<file path="config.mk">
export PLATFORM = sky130hd
export DESIGN_NAME = sseg4_scan_ctrl_flat
export DESIGN_NICKNAME = d
export VERILOG_FILES = /design/src/rtl/sseg4_scan_ctrl_if.sv /design/src/rtl/sseg4_scan_ctrl.sv /design/src/flat_wrapper.sv
export SDC_FILE = /design/constraint.sdc
export NUM_CORES = 1
export LEC_CHECK = 0
export CORE_MARGIN = 2
export CORE_UTILIZATION = 30
export DETAILED_ROUTE_END_ITERATION = 16
export RECOVER_POWER = 25
export SETUP_SLACK_MARGIN = 0.2
export SLEW_MARGIN = 20
export SYNTH_ARGS = -nofsm -noshare
export SYNTH_HDL_FRONTEND = slang
export SYNTH_SLANG_ARGS = --single-unit
</file>
<file path="constraint.sdc">
create_clock -name clk -period 6.5 [get_ports clk]
set_input_delay 1.3 -clock clk [delete_from_list [all_inputs] [get_ports clk]]
set_output_delay 1.3 -clock clk [all_outputs]
set_load 0.01 [all_outputs]
</file>
<file path="src/rtl/sseg4_scan_ctrl_if.sv">
// Display-data and scan signals between a display source and sseg4_scan_ctrl.
// The master side drives en/load/data_in; the slave side (the controller) drives
// data_out, digit_sel, frame_tick and update_pending.
interface sseg4_scan_ctrl_if #(
  parameter int DATA_W = 16
);
  logic              en;
  logic              load;
  logic [DATA_W-1:0] data_in;
  logic [DATA_W-1:0] data_out;
  logic [1:0]        digit_sel;
  logic              frame_tick;
  logic              update_pending;

  modport master (
    output en, load, data_in,
    input  data_out, digit_sel, frame_tick, update_pending
  );

  modport slave (
    input  en, load, data_in,
    output data_out, digit_sel, frame_tick, update_pending
  );
endinterface

</file>
<file path="src/rtl/sseg4_scan_ctrl.sv">
// Scan controller for a 4-digit seven-segment decoder: refresh prescaler, digit
// scan and a double-buffered data word that only changes at a frame boundary.
// All outputs are registered; a new word reaches data_out at the next digit 3->0 wrap.
module sseg4_scan_ctrl #(
  parameter int REFRESH_DIV = 100000,
  parameter int DATA_W      = 16
) (
  input logic             clk,
  input logic             reset,
  sseg4_scan_ctrl_if.slave bus
);

  localparam int PW = (REFRESH_DIV > 1) ? $clog2(REFRESH_DIV) : 1;
  localparam logic [PW-1:0] LAST = PW'(REFRESH_DIV - 1);

  logic [PW-1:0]     prescaler;
  logic [1:0]        digit_sel;
  logic              frame_tick;
  logic [DATA_W-1:0] pending;
  logic [DATA_W-1:0] data_out;
  logic              update_pending;

  logic slot_end;
  logic fb;

  // End of a digit slot and end of a whole frame (after digit 3).
  always_comb begin
    slot_end = bus.en && (prescaler == LAST);
    fb       = slot_end && (digit_sel == 2'd3);
  end

  // Prescaler and digit scan; both freeze while en is low.
  always_ff @(posedge clk or posedge reset) begin
    if (reset) begin
      prescaler <= '0;
      digit_sel <= 2'd0;
    end else if (bus.en) begin
      if (slot_end) begin
        prescaler <= '0;
        digit_sel <= digit_sel + 2'd1;
      end else begin
        prescaler <= prescaler + PW'(1);
      end
    end
  end

  // One-cycle frame pulse registered on the wrap edge.
  always_ff @(posedge clk or posedge reset) begin
    if (reset) begin
      frame_tick <= 1'b0;
    end else begin
      frame_tick <= fb;
    end
  end

  // Double buffer: a load lands in pending; the commit at fb uses the pre-edge
  // pending value, so a load on the fb cycle itself waits for the following frame.
  always_ff @(posedge clk or posedge reset) begin
    if (reset) begin
      pending        <= '0;
      data_out       <= '0;
      update_pending <= 1'b0;
    end else begin
      if (fb && update_pending) begin
        data_out <= pending;
      end
      if (bus.load) begin
        pending        <= bus.data_in;
        update_pending <= 1'b1;
      end else if (fb) begin
        update_pending <= 1'b0;
      end
    end
  end

  assign bus.data_out       = data_out;
  assign bus.digit_sel      = digit_sel;
  assign bus.frame_tick     = frame_tick;
  assign bus.update_pending = update_pending;

endmodule

</file>
<file path="src/flat_wrapper.sv">
// flat-port wrapper written by rule: the top's interface ports become plain ports
module sseg4_scan_ctrl_flat 
#(
  parameter int REFRESH_DIV = 100000,
  parameter int DATA_W      = 16
)
  (clk, reset, bus_en, bus_load, bus_data_in, bus_data_out, bus_digit_sel, bus_frame_tick, bus_update_pending);
  sseg4_scan_ctrl_if #(.DATA_W(DATA_W)) bus_i ();
  input logic clk;
  input logic reset;
  input wire logic [$bits(bus_i.en)-1:0] bus_en;
  input wire logic [$bits(bus_i.load)-1:0] bus_load;
  input wire logic [$bits(bus_i.data_in)-1:0] bus_data_in;
  output wire logic [$bits(bus_i.data_out)-1:0] bus_data_out;
  output wire logic [$bits(bus_i.digit_sel)-1:0] bus_digit_sel;
  output wire logic [$bits(bus_i.frame_tick)-1:0] bus_frame_tick;
  output wire logic [$bits(bus_i.update_pending)-1:0] bus_update_pending;
  assign bus_i.en = bus_en;
  assign bus_i.load = bus_load;
  assign bus_i.data_in = bus_data_in;
  assign bus_data_out = bus_i.data_out;
  assign bus_digit_sel = bus_i.digit_sel;
  assign bus_frame_tick = bus_i.frame_tick;
  assign bus_update_pending = bus_i.update_pending;
  sseg4_scan_ctrl #(.REFRESH_DIV(REFRESH_DIV), .DATA_W(DATA_W)) u_core (.clk(clk), .reset(reset), .bus(bus_i));
endmodule
</file>
==> impl_metrics.json, run 1 <==
{
  "run_status": "complete, but fails checks",
  "violations": "max-capacitance violations, max-slew violations",
  "holdBufCountCts": 0,
  "seq_area_frac_synth": 0.6026,
  "max_freq_mhz": 299.1,
  "critPathKind": "in -> reg",
  "ff2ff_path_depth": 6,
  "fin_cells": 306,
  "drt-pass1-iter-count": 4,
  "nets": 228,
  "p_per_area_nw_per_um2": 240.3,
  "synth_nets": 185,
  "yosysUniqueCellTypes": 29,
  "synthCells": 163,
  "dr.first_iter.drc_count": 52,
  "min_period_over_period": 0.5144,
  "insertion_delay_ns": 0.31,
  "routed_wl_um": 3834,
  "numCtsBuffers": 5,
  "vias": 1379,
  "viasPerCell": 4.507,
  "yosysTopAreaCell": "dfrtp_1",
  "clk_pin_slew_ns": 0.11,
  "overflow": 0,
  "reg2reg_slack_ns": 4.18,
  "grt_first_pass_wirelength_um": 6472,
  "whs_path_depth": 1,
  "post_cts_resized": 0,
  "start_kind": "input pin",
  "clkPwrFrac": 0.342,
  "floorplan.initialDensity": 0.3067,
  "root_buffer": "clkbuf_8",
  "cts.htree.levels": 2,
  "syn2layout_area_growth_pct": 28.14,
  "cap_viol_max_count": 1,
  "drc_errors": 0,
  "yosys_warnings": 0,
  "ir_drop_v": 0.00009529,
  "dp.cells": 297,
  "grt_setup_unrepaired": "false",
  "end_kind": "register",
  "gp_congestion": 0.7300,
  "fp.dieArea_um2": 8037,
  "antenna_found_initial": 0,
  "cp.required_ns": 6.71,
  "postCtsSetupBuffers": 0,
  "timing_hold_violations_final": 0,
  "ys_ff_latch": 53,
  "cts_num_sinks": 53,
  "core-area_um2": 7176,
  "io_buffers": 39,
  "min_path_type": "reg -> reg",
  "groute.usage.overall": 0.1059,
  "cts_tree": "built",
  "die_y_um": 89.65,
  "ys_top_cells_by_area": "dfrtp_1 (60%), mux2_2 (17%), xnor2_1 (4.0%)",
  "grt_pass1_vias": 1368,
  "ant_nets": 0,
  "diodes": 0,
  "crit_chain": "clkdlybuf4s50_1 -> and4_1 -> nand4_2 -> nor4_4 -> buf_6 -> mux2_2",
  "path_buf_inv": 2,
  "nFillCells": 696,
  "async_reset_ff_frac": 1.000,
  "worst_hold_path.endpoint": "u_core.bus.digit_sel[0]",
  "die_x_um": 89.65,
  "synth_edf_count": 0,
  "yosys.cell_count.top_type": "dfrtp_1",
  "r2r-start": "u_core.prescaler[0]",
  "worstPathMaxFanout": 9,
  "total_leakage_power_nw": 1.224,
  "rows": 31,
  "switchingPower_mw": 0.1678,
  "grt_max_degree": 54,
  "cpPeakStageDelay_ns": 0.63,
  "ctsLongestPathBuffers": 2,
  "p_comb_frac": 0.094,
  "crit_path_top_delay_cell": "clkdlybuf4s50_1",
  "slew_violations": 54,
  "syn_area_um2": 2201,
  "io-pin-count": 40,
  "drive_above_1_share": 0.2319,
  "finalSetupTns_ns": 0,
  "wl_per_cell_um": 12.53,
  "fin_crit_ns": 3.343,
  "slew_headroom": -0.5243,
  "sequentialPowerShare": 0.564,
  "synth_area_per_cell_um2": 13.50,
  "timing.rr.end": "u_core.bus.data_out[5]",
  "synth-main-ff-cell": "dfrtp_1",
  "setup_viol": 0,
  "cp_top_family": "simple AND/OR/NAND/NOR gates",
  "hold_start": "u_core.bus.digit_sel[0]",
  "synth_top_cell_area_share": 0.6026,
  "p_int_mw": 0.5100,
  "yosys-top-cells-count": "dfrtp_1 (53), mux2_2 (33), nor2_1 (10), xnor2_1 (10), nand4_1 (8)",
  "critPathArrivalTime_ns": 3.55,
  "clock_skew_ns": 0.01213,
  "place_hpwl_um": 2641,
  "worstMarginPinSlew_ns": 2.274,
  "swShare": 0.2475
}
cells in the final DEF, fill, tap and decap left out, types with 2 or more instances in the layout:
master            n
inv_1             5
nand4_1           8
nor2_1           10
nand2_1           6
mux2_2           33
dfrtp_1          53
nor3_1            6
xnor2_1          10
xor2_1            5
ha_1              2
clkbuf_8          5
nand3_1           5
clkdlybuf4s50_1  38
kinds of logic (layout without fill, tap and decap cells):
kind of cell               Yosys count  in the layout  share of synthesized area
and+or+nand+nor                     44             44                     0.1160
adders and majority gates            2              2                    0.01137
DFF                                 53             53                     0.6026
AOI/OAI and AO/OA                    5              5                    0.01478
xor gates and xnor gates            15             15                    0.05969
muxes                               34             34                     0.1734
buffers and inverters               10             54                    0.02217
per-stage QoR:
stage	worst slack, ns	hold slack, ns	utilization	instance area [um^2]	power (mW)
final	3.157	0.5071	0.3930	2820	0.6778
after global routing	2.965	0.5289	0.3930	2820	0.7095
after CTS	2.967	0.5105	0.3916	2810	0.6870
after detailed placement	2.632	0.4905	0.3751	2691	0.4534
after global placement	2.684	0.4897	0.3747	2689	0.4518
after floorplan	3.629	0.4750	-	2201	0.4270
layer usage:
metal,track usage,part of all wire,vias to the layer above
met1,0.1378,0.47,695
met2,0.1705,0.48,22
met3,0.02651,0.036,4
met5,0,0,-
li1,-,-,658
met4,0.04071,0.013,0
cell type report:
type                    instances  area, um^2  area share
flip-flops and latches         53        1326      0.4703
repair buffers                 40       401.6      0.1424
well taps                      99       123.9     0.04392
clock buffers                   5       68.82     0.02440
inverters                       6       23.77    0.008429
clock inverters                 3       50.05     0.01775
multi-input cells             100       825.8      0.2928
flip-flops by register name (all words and copies together) (netlist names):
register,flops
u_core.prescaler,17
u_core.bus.update_pending,1
u_core.bus.frame_tick,1
u_core.pending,16
u_core.bus.data_out,16
u_core.bus.digit_sel,2
power by group through the flow:
| stage | clock (mW) | combinational, mW | sequential [mW] |
|---|---|---|---|
| final | 0.232 | 0.0637 | 0.382 |
| after global routing | 0.250 | 0.0723 | 0.387 |
| after CTS | 0.239 | 0.0656 | 0.382 |
| after detailed placement | 0 | 0.0650 | 0.388 |
| after global placement | 0 | 0.0638 | 0.388 |
| after floorplan | 0 | 0.0467 | 0.380 |
how the worst max path moves through the flow:
stage                       from                      to  slack (ns)  cells past startpoint
after floorplan           bus_en  u_core.bus.data_out[0]        3.63                      6
after global placement    bus_en  u_core.bus.data_out[5]        2.68                      5
after detailed placement  bus_en  u_core.bus.data_out[5]        2.63                      5
after CTS                 bus_en  u_core.bus.data_out[5]        2.97                      5
after global routing       reset    u_core.prescaler[10]        2.97                      2
final                     bus_en  u_core.bus.data_out[5]        3.16                      6
Note: power is estimated with default switching activity, not from simulation.
==> run 2, diff against run 1 <==
Clock period 6.5 ns to 2.8 ns, I/O delays scaled along.
==> impl_metrics.json, run 2 (same netlist as run 1, synthesis figures left out) <==
{
  "run_status": "complete, no violations",
  "clk_pin_slew_ns": 0.10,
  "wl_per_cell_um": 12.82,
  "post_cts_resized": 0,
  "switchingPower_mw": 0.3774,
  "total_leakage_power_nw": 1.238,
  "largest_reg_flops": 17,
  "overflow": 0,
  "sequentialPowerShare": 0.592,
  "io_buffers": 39,
  "min_period_over_period": 0.7559,
  "numCtsBuffers": 5,
  "core-area_um2": 7176,
  "drive_above_1_share": 0.2453,
  "multi_input_area_um2": 825.8,
  "p_comb_frac": 0.101,
  "regMostFlops": "u_core.prescaler",
  "cts_num_sinks": 53,
  "viasPerCell": 4.486,
  "rows": 31,
  "dr.first_iter.drc_count": 35,
  "end_kind": "register",
  "syn2layout_area_growth_pct": 29.16,
  "worstPathMaxFanout": 16,
  "place_hpwl_um": 2689,
  "gp_congestion": 0.8548,
  "cts.htree.levels": 2,
  "grt_pass1_vias": 1447,
  "critPathKind": "in -> reg",
  "swShare": 0.2525,
  "clock_skew_ns": 0.01573,
  "nFillCells": 668,
  "postCtsSetupBuffers": 0,
  "root_buffer": "clkbuf_8",
  "ctsLongestPathBuffers": 2,
  "hold_ws_ns": 0.5108,
  "reg_top3": "u_core.prescaler (17), u_core.bus.data_out (16), u_core.pending (16)",
  "ant_nets": 0,
  "drt-pass1-iter-count": 4,
  "die_x_um": 89.65,
  "die_y_um": 89.65,
  "drc_errors": 0,
  "grt_first_pass_wirelength_um": 6837,
  "fin_crit_ns": 2.116,
  "nets": 233,
  "start_kind": "input pin",
  "grt_setup_unrepaired": "false",
  "critPathArrivalTime_ns": 2.30,
  "timing_hold_violations_final": 0,
  "p_int_mw": 1.117,
  "p_per_area_nw_per_um2": 525.8,
  "slew_violations": 0,
  "diodes": 0,
  "io-pin-count": 40,
  "floorplan.initialDensity": 0.3067,
  "worstMarginPinSlew_ns": 1.302,
  "max_freq_mhz": 472.5,
  "fin_ws_ns": 0.6835,
  "layout.cells.most_common": "dfrtp_1",
  "final-seq-area_um2": 1326,
  "groute.usage.overall": 0.1112,
  "insertion_delay_ns": 0.31,
  "vias": 1395,
  "layout_common_cells": "dfrtp_1 (53), clkdlybuf4s50_1 (38), mux2_2 (33)",
  "cap_viol_max_count": 0,
  "finalSetupTns_ns": 0,
  "clkPwrFrac": 0.307,
  "slew_headroom": 0.1318,
  "grt_max_degree": 54,
  "ir_drop_v": 0.0002183,
  "routed_wl_um": 3986,
  "cts_tree": "built",
  "setup_viol": 0,
  "holdBufCountCts": 0,
  "fp.dieArea_um2": 8037,
  "final_core_util": 0.3962,
  "min_path_type": "reg -> reg",
  "dpl_worst_slack_ns": 0.3685,
  "antenna_found_initial": 0,
  "cp.required_ns": 2.99
}
## run 2: power by group through the flow
stage	registers, mW	logic [mW]	clock network [mW]
final	0.885	0.152	0.459
after global placement	0.898	0.155	0
after global routing	0.893	0.171	0.517
after floorplan	0.883	0.108	0
after CTS	0.883	0.159	0.482
after detailed placement	0.897	0.160	0
## run 2: per-stage QoR
| step | power, mW | instances | area, um^2 |
|---|---|---|---|
| 6_report | 1.495 | 311 | 2843 |
| 3_5_place_dp | 1.057 | 303 | 2759 |
| 2_1_floorplan | 0.9912 | 163 | 2201 |
| 4_1_cts | 1.525 | 311 | 2858 |
| 5_1_grt | 1.580 | 311 | 2843 |
| 3_3_place_gp | 1.053 | 303 | 2759 |
## run 2: per-layer routing
metal  track usage  wire length [um]
met3       0.02925               154
met2        0.1818              1909
met1        0.1402              1867
met5             0                 0
met4       0.04478                54
## run 2: area by class of cell
cell class              count  area share
clock buffers               6     0.02905
clock inverters             2    0.005722
inverters                   6    0.007923
multi-input cells         100      0.2905
flip-flops and latches     53      0.4665
well taps                  99     0.04357
repair buffers             45      0.1567
## run 2: worst paths after layout
check | from | end | slack, ns | depth (start not counted)
setup / recovery | bus_en | u_core.bus.data_out[4] | 0.68 | 6
hold / removal | u_core.pending[9] | u_core.bus.data_out[9] | 0.51 | 1
setup reg to reg | u_core.prescaler[0] | u_core.bus.data_out[4] | 0.75 | 6
hold reg to reg | u_core.pending[9] | u_core.bus.data_out[9] | 0.51 | 1
max in group asynchronous | reset | u_core.bus.data_out[4] | 0.88 | 3
min in group asynchronous | reset | u_core.prescaler[13] | 1.11 | 3
## run 2: worst max-delay path, stage by stage
cell	delay (ns)
clkdlybuf4s50_1	0.47
and4_1	0.24
nand4_2	0.19
nor4_4	0.30
buf_12	0.19
mux2_2	0.33
==> run 3, diff against run 2 <==
Clock period 2.8 ns to 2.1 ns, I/O delays scaled along.
==> impl_metrics.json, run 3 (same netlist as run 1, synthesis figures left out) <==
{
  "worst_hold_path.endpoint": "u_core.bus.digit_sel[0]",
  "vias": 1411,
  "final_core_util": 0.4096,
  "clk_pin_slew_ns": 0.09,
  "p_per_area_nw_per_um2": 711.9,
  "min_path_type": "reg -> reg",
  "grt_pass1_vias": 1495,
  "globalRoute.busiestLayer": "met2",
  "cts.htree.levels": 2,
  "end_kind": "register",
  "hold_ws_ns": 0.5081,
  "final-seq-area_um2": 1328,
  "ant_nets": 0,
  "drt-pass1-iter-count": 4,
  "drive_above_1_share": 0.2752,
  "critPathArrivalTime_ns": 2.09,
  "sequentialPowerShare": 0.566,
  "io_buffers": 39,
  "overflow": 0,
  "swShare": 0.2386,
  "root_buffer": "clkbuf_8",
  "cts_num_sinks": 53,
  "syn2layout_area_growth_pct": 33.54,
  "cap_viol_max_count": 0,
  "layout.cells.most_common": "dfrtp_1",
  "met2_usage": 0.1925,
  "multi_input_area_um2": 848.3,
  "slew_violations": 0,
  "drc_errors": 0,
  "timing_hold_violations_final": 0,
  "worstPathMaxFanout": 16,
  "ir_drop_v": 0.0002667,
  "cp.required_ns": 2.29,
  "die_x_um": 89.65,
  "switchingPower_mw": 0.4992,
  "io-pin-count": 40,
  "reg_top3": "u_core.prescaler (17), u_core.bus.data_out (16), u_core.pending (16)",
  "worstMarginPinSlew_ns": 0.4364,
  "grt_max_degree": 54,
  "start_kind": "register",
  "fp.dieArea_um2": 8037,
  "p_comb_frac": 0.108,
  "groute.usage.overall": 0.1168,
  "gp_congestion": 0.6980,
  "reg2reg_slack_ns": 0.20,
  "whs_path_depth": 1,
  "viasPerCell": 4.451,
  "run_status": "complete, no violations",
  "place_hpwl_um": 2855,
  "hold_start": "u_core.bus.digit_sel[0]",
  "wl_per_cell_um": 13.33,
  "p_int_mw": 1.593,
  "timing.rr.end": "u_core.bus.data_out[5]",
  "max_freq_mhz": 527.0,
  "met3_usage": 0.04113,
  "clkPwrFrac": 0.326,
  "ff2ff_path_depth": 6,
  "r2r-start": "u_core.prescaler[0]",
  "slew_headroom": 0.7064,
  "cts_tree": "built",
  "routed_wl_um": 4225,
  "rows": 31,
  "floorplan.initialDensity": 0.3067,
  "nFillCells": 683,
  "layout_common_cells": "dfrtp_1 (52), clkdlybuf4s50_1 (38), mux2_2 (33)",
  "numCtsBuffers": 5,
  "met1_usage": 0.1421,
  "insertion_delay_ns": 0.30,
  "largest_reg_flops": 17,
  "core-area_um2": 7176,
  "setup_viol": 0,
  "dr.first_iter.drc_count": 73,
  "diodes": 0,
  "ctsLongestPathBuffers": 2,
  "nets": 239,
  "total_leakage_power_nw": 1.296,
  "grt_setup_unrepaired": "true",
  "min_period_over_period": 0.9036,
  "fin_crit_ns": 1.898,
  "antenna_found_initial": 0,
  "regMostFlops": "u_core.prescaler",
  "die_y_um": 89.65,
  "clock_skew_ns": 0.008452,
  "critPathKind": "reg -> reg",
  "grt_first_pass_wirelength_um": 7100
}
-- run 3: metrics by stage --
stage / std cells / setup TNS [ns] / setup WS (ns) / cell area, um^2 / total power, mW
global route: 317 / 0 / 0.1238 / 2939 / 2.208
CTS: 315 / 0 / 0.1908 / 2924 / 2.127
finish: 317 / 0 / 0.2025 / 2939 / 2.092
floorplan: 163 / 0 / 0.1040 / 2215 / 1.330
detailed placement: 306 / -1.731 / -0.1200 / 2795 / 1.424
global placement: 306 / -1.773 / -0.1120 / 2795 / 1.413
-- run 3: final cells by class --
cell class	instances	area share
Sequential cell	53	0.4517
Tap cell	99	0.04215
Timing Repair Buffer	51	0.1720
Clock inverter	2	0.01320
Inverter	6	0.007663
Multi-Input combinational cell	100	0.2886
Clock buffer	6	0.02469
-- run 3: how the worst max path moves through the flow --
stage | startpoint | end | cells after the start
after detailed placement | bus_en | u_core.bus.data_out[8] | 6
after floorplan | u_core.prescaler[0] | u_core.bus.data_out[0] | 6
after global routing | u_core.prescaler[1] | u_core.bus.data_out[8] | 6
final | u_core.prescaler[0] | u_core.bus.data_out[5] | 6
after CTS | u_core.prescaler[1] | u_core.bus.data_out[8] | 6
after global placement | bus_en | u_core.bus.data_out[6] | 6
-- run 3: power by group through the flow --
stage | registers [mW] | logic [mW] | clock network [mW]
floorplan | 1.18 | 0.151 | 0
global placement | 1.20 | 0.214 | 0
detailed placement | 1.20 | 0.220 | 0
CTS | 1.18 | 0.232 | 0.712
global route | 1.20 | 0.253 | 0.756
finish | 1.18 | 0.227 | 0.682
-- run 3: repair_timing --
action | 4_1_cts | 5_1_grt
buffers inserted | 1 | 2
endpoints found under the setup margin | 16 | 16
hold buffers | 0 | 0
cloned | 0 | 0
gates resized for setup | 2 | 0
pin swaps | 1 | 1
-- run 3: critical path, stage by stage, from the launching register on --
cell and delay [ns]:
dfrtp_1 0.38, ha_2 0.21, and4_4 0.26, nand4_4 0.11, nor4_4 0.28, buf_12 0.20, mux2_2 0.34
-- run 3: routing by layer --
metal | up-vias | routed length (um)
li1 | 677 | -
met1 | 691 | 1906
met2 | 37 | 2020
met3 | 6 | 241
met4 | 0 | 57
met5 | - | 0
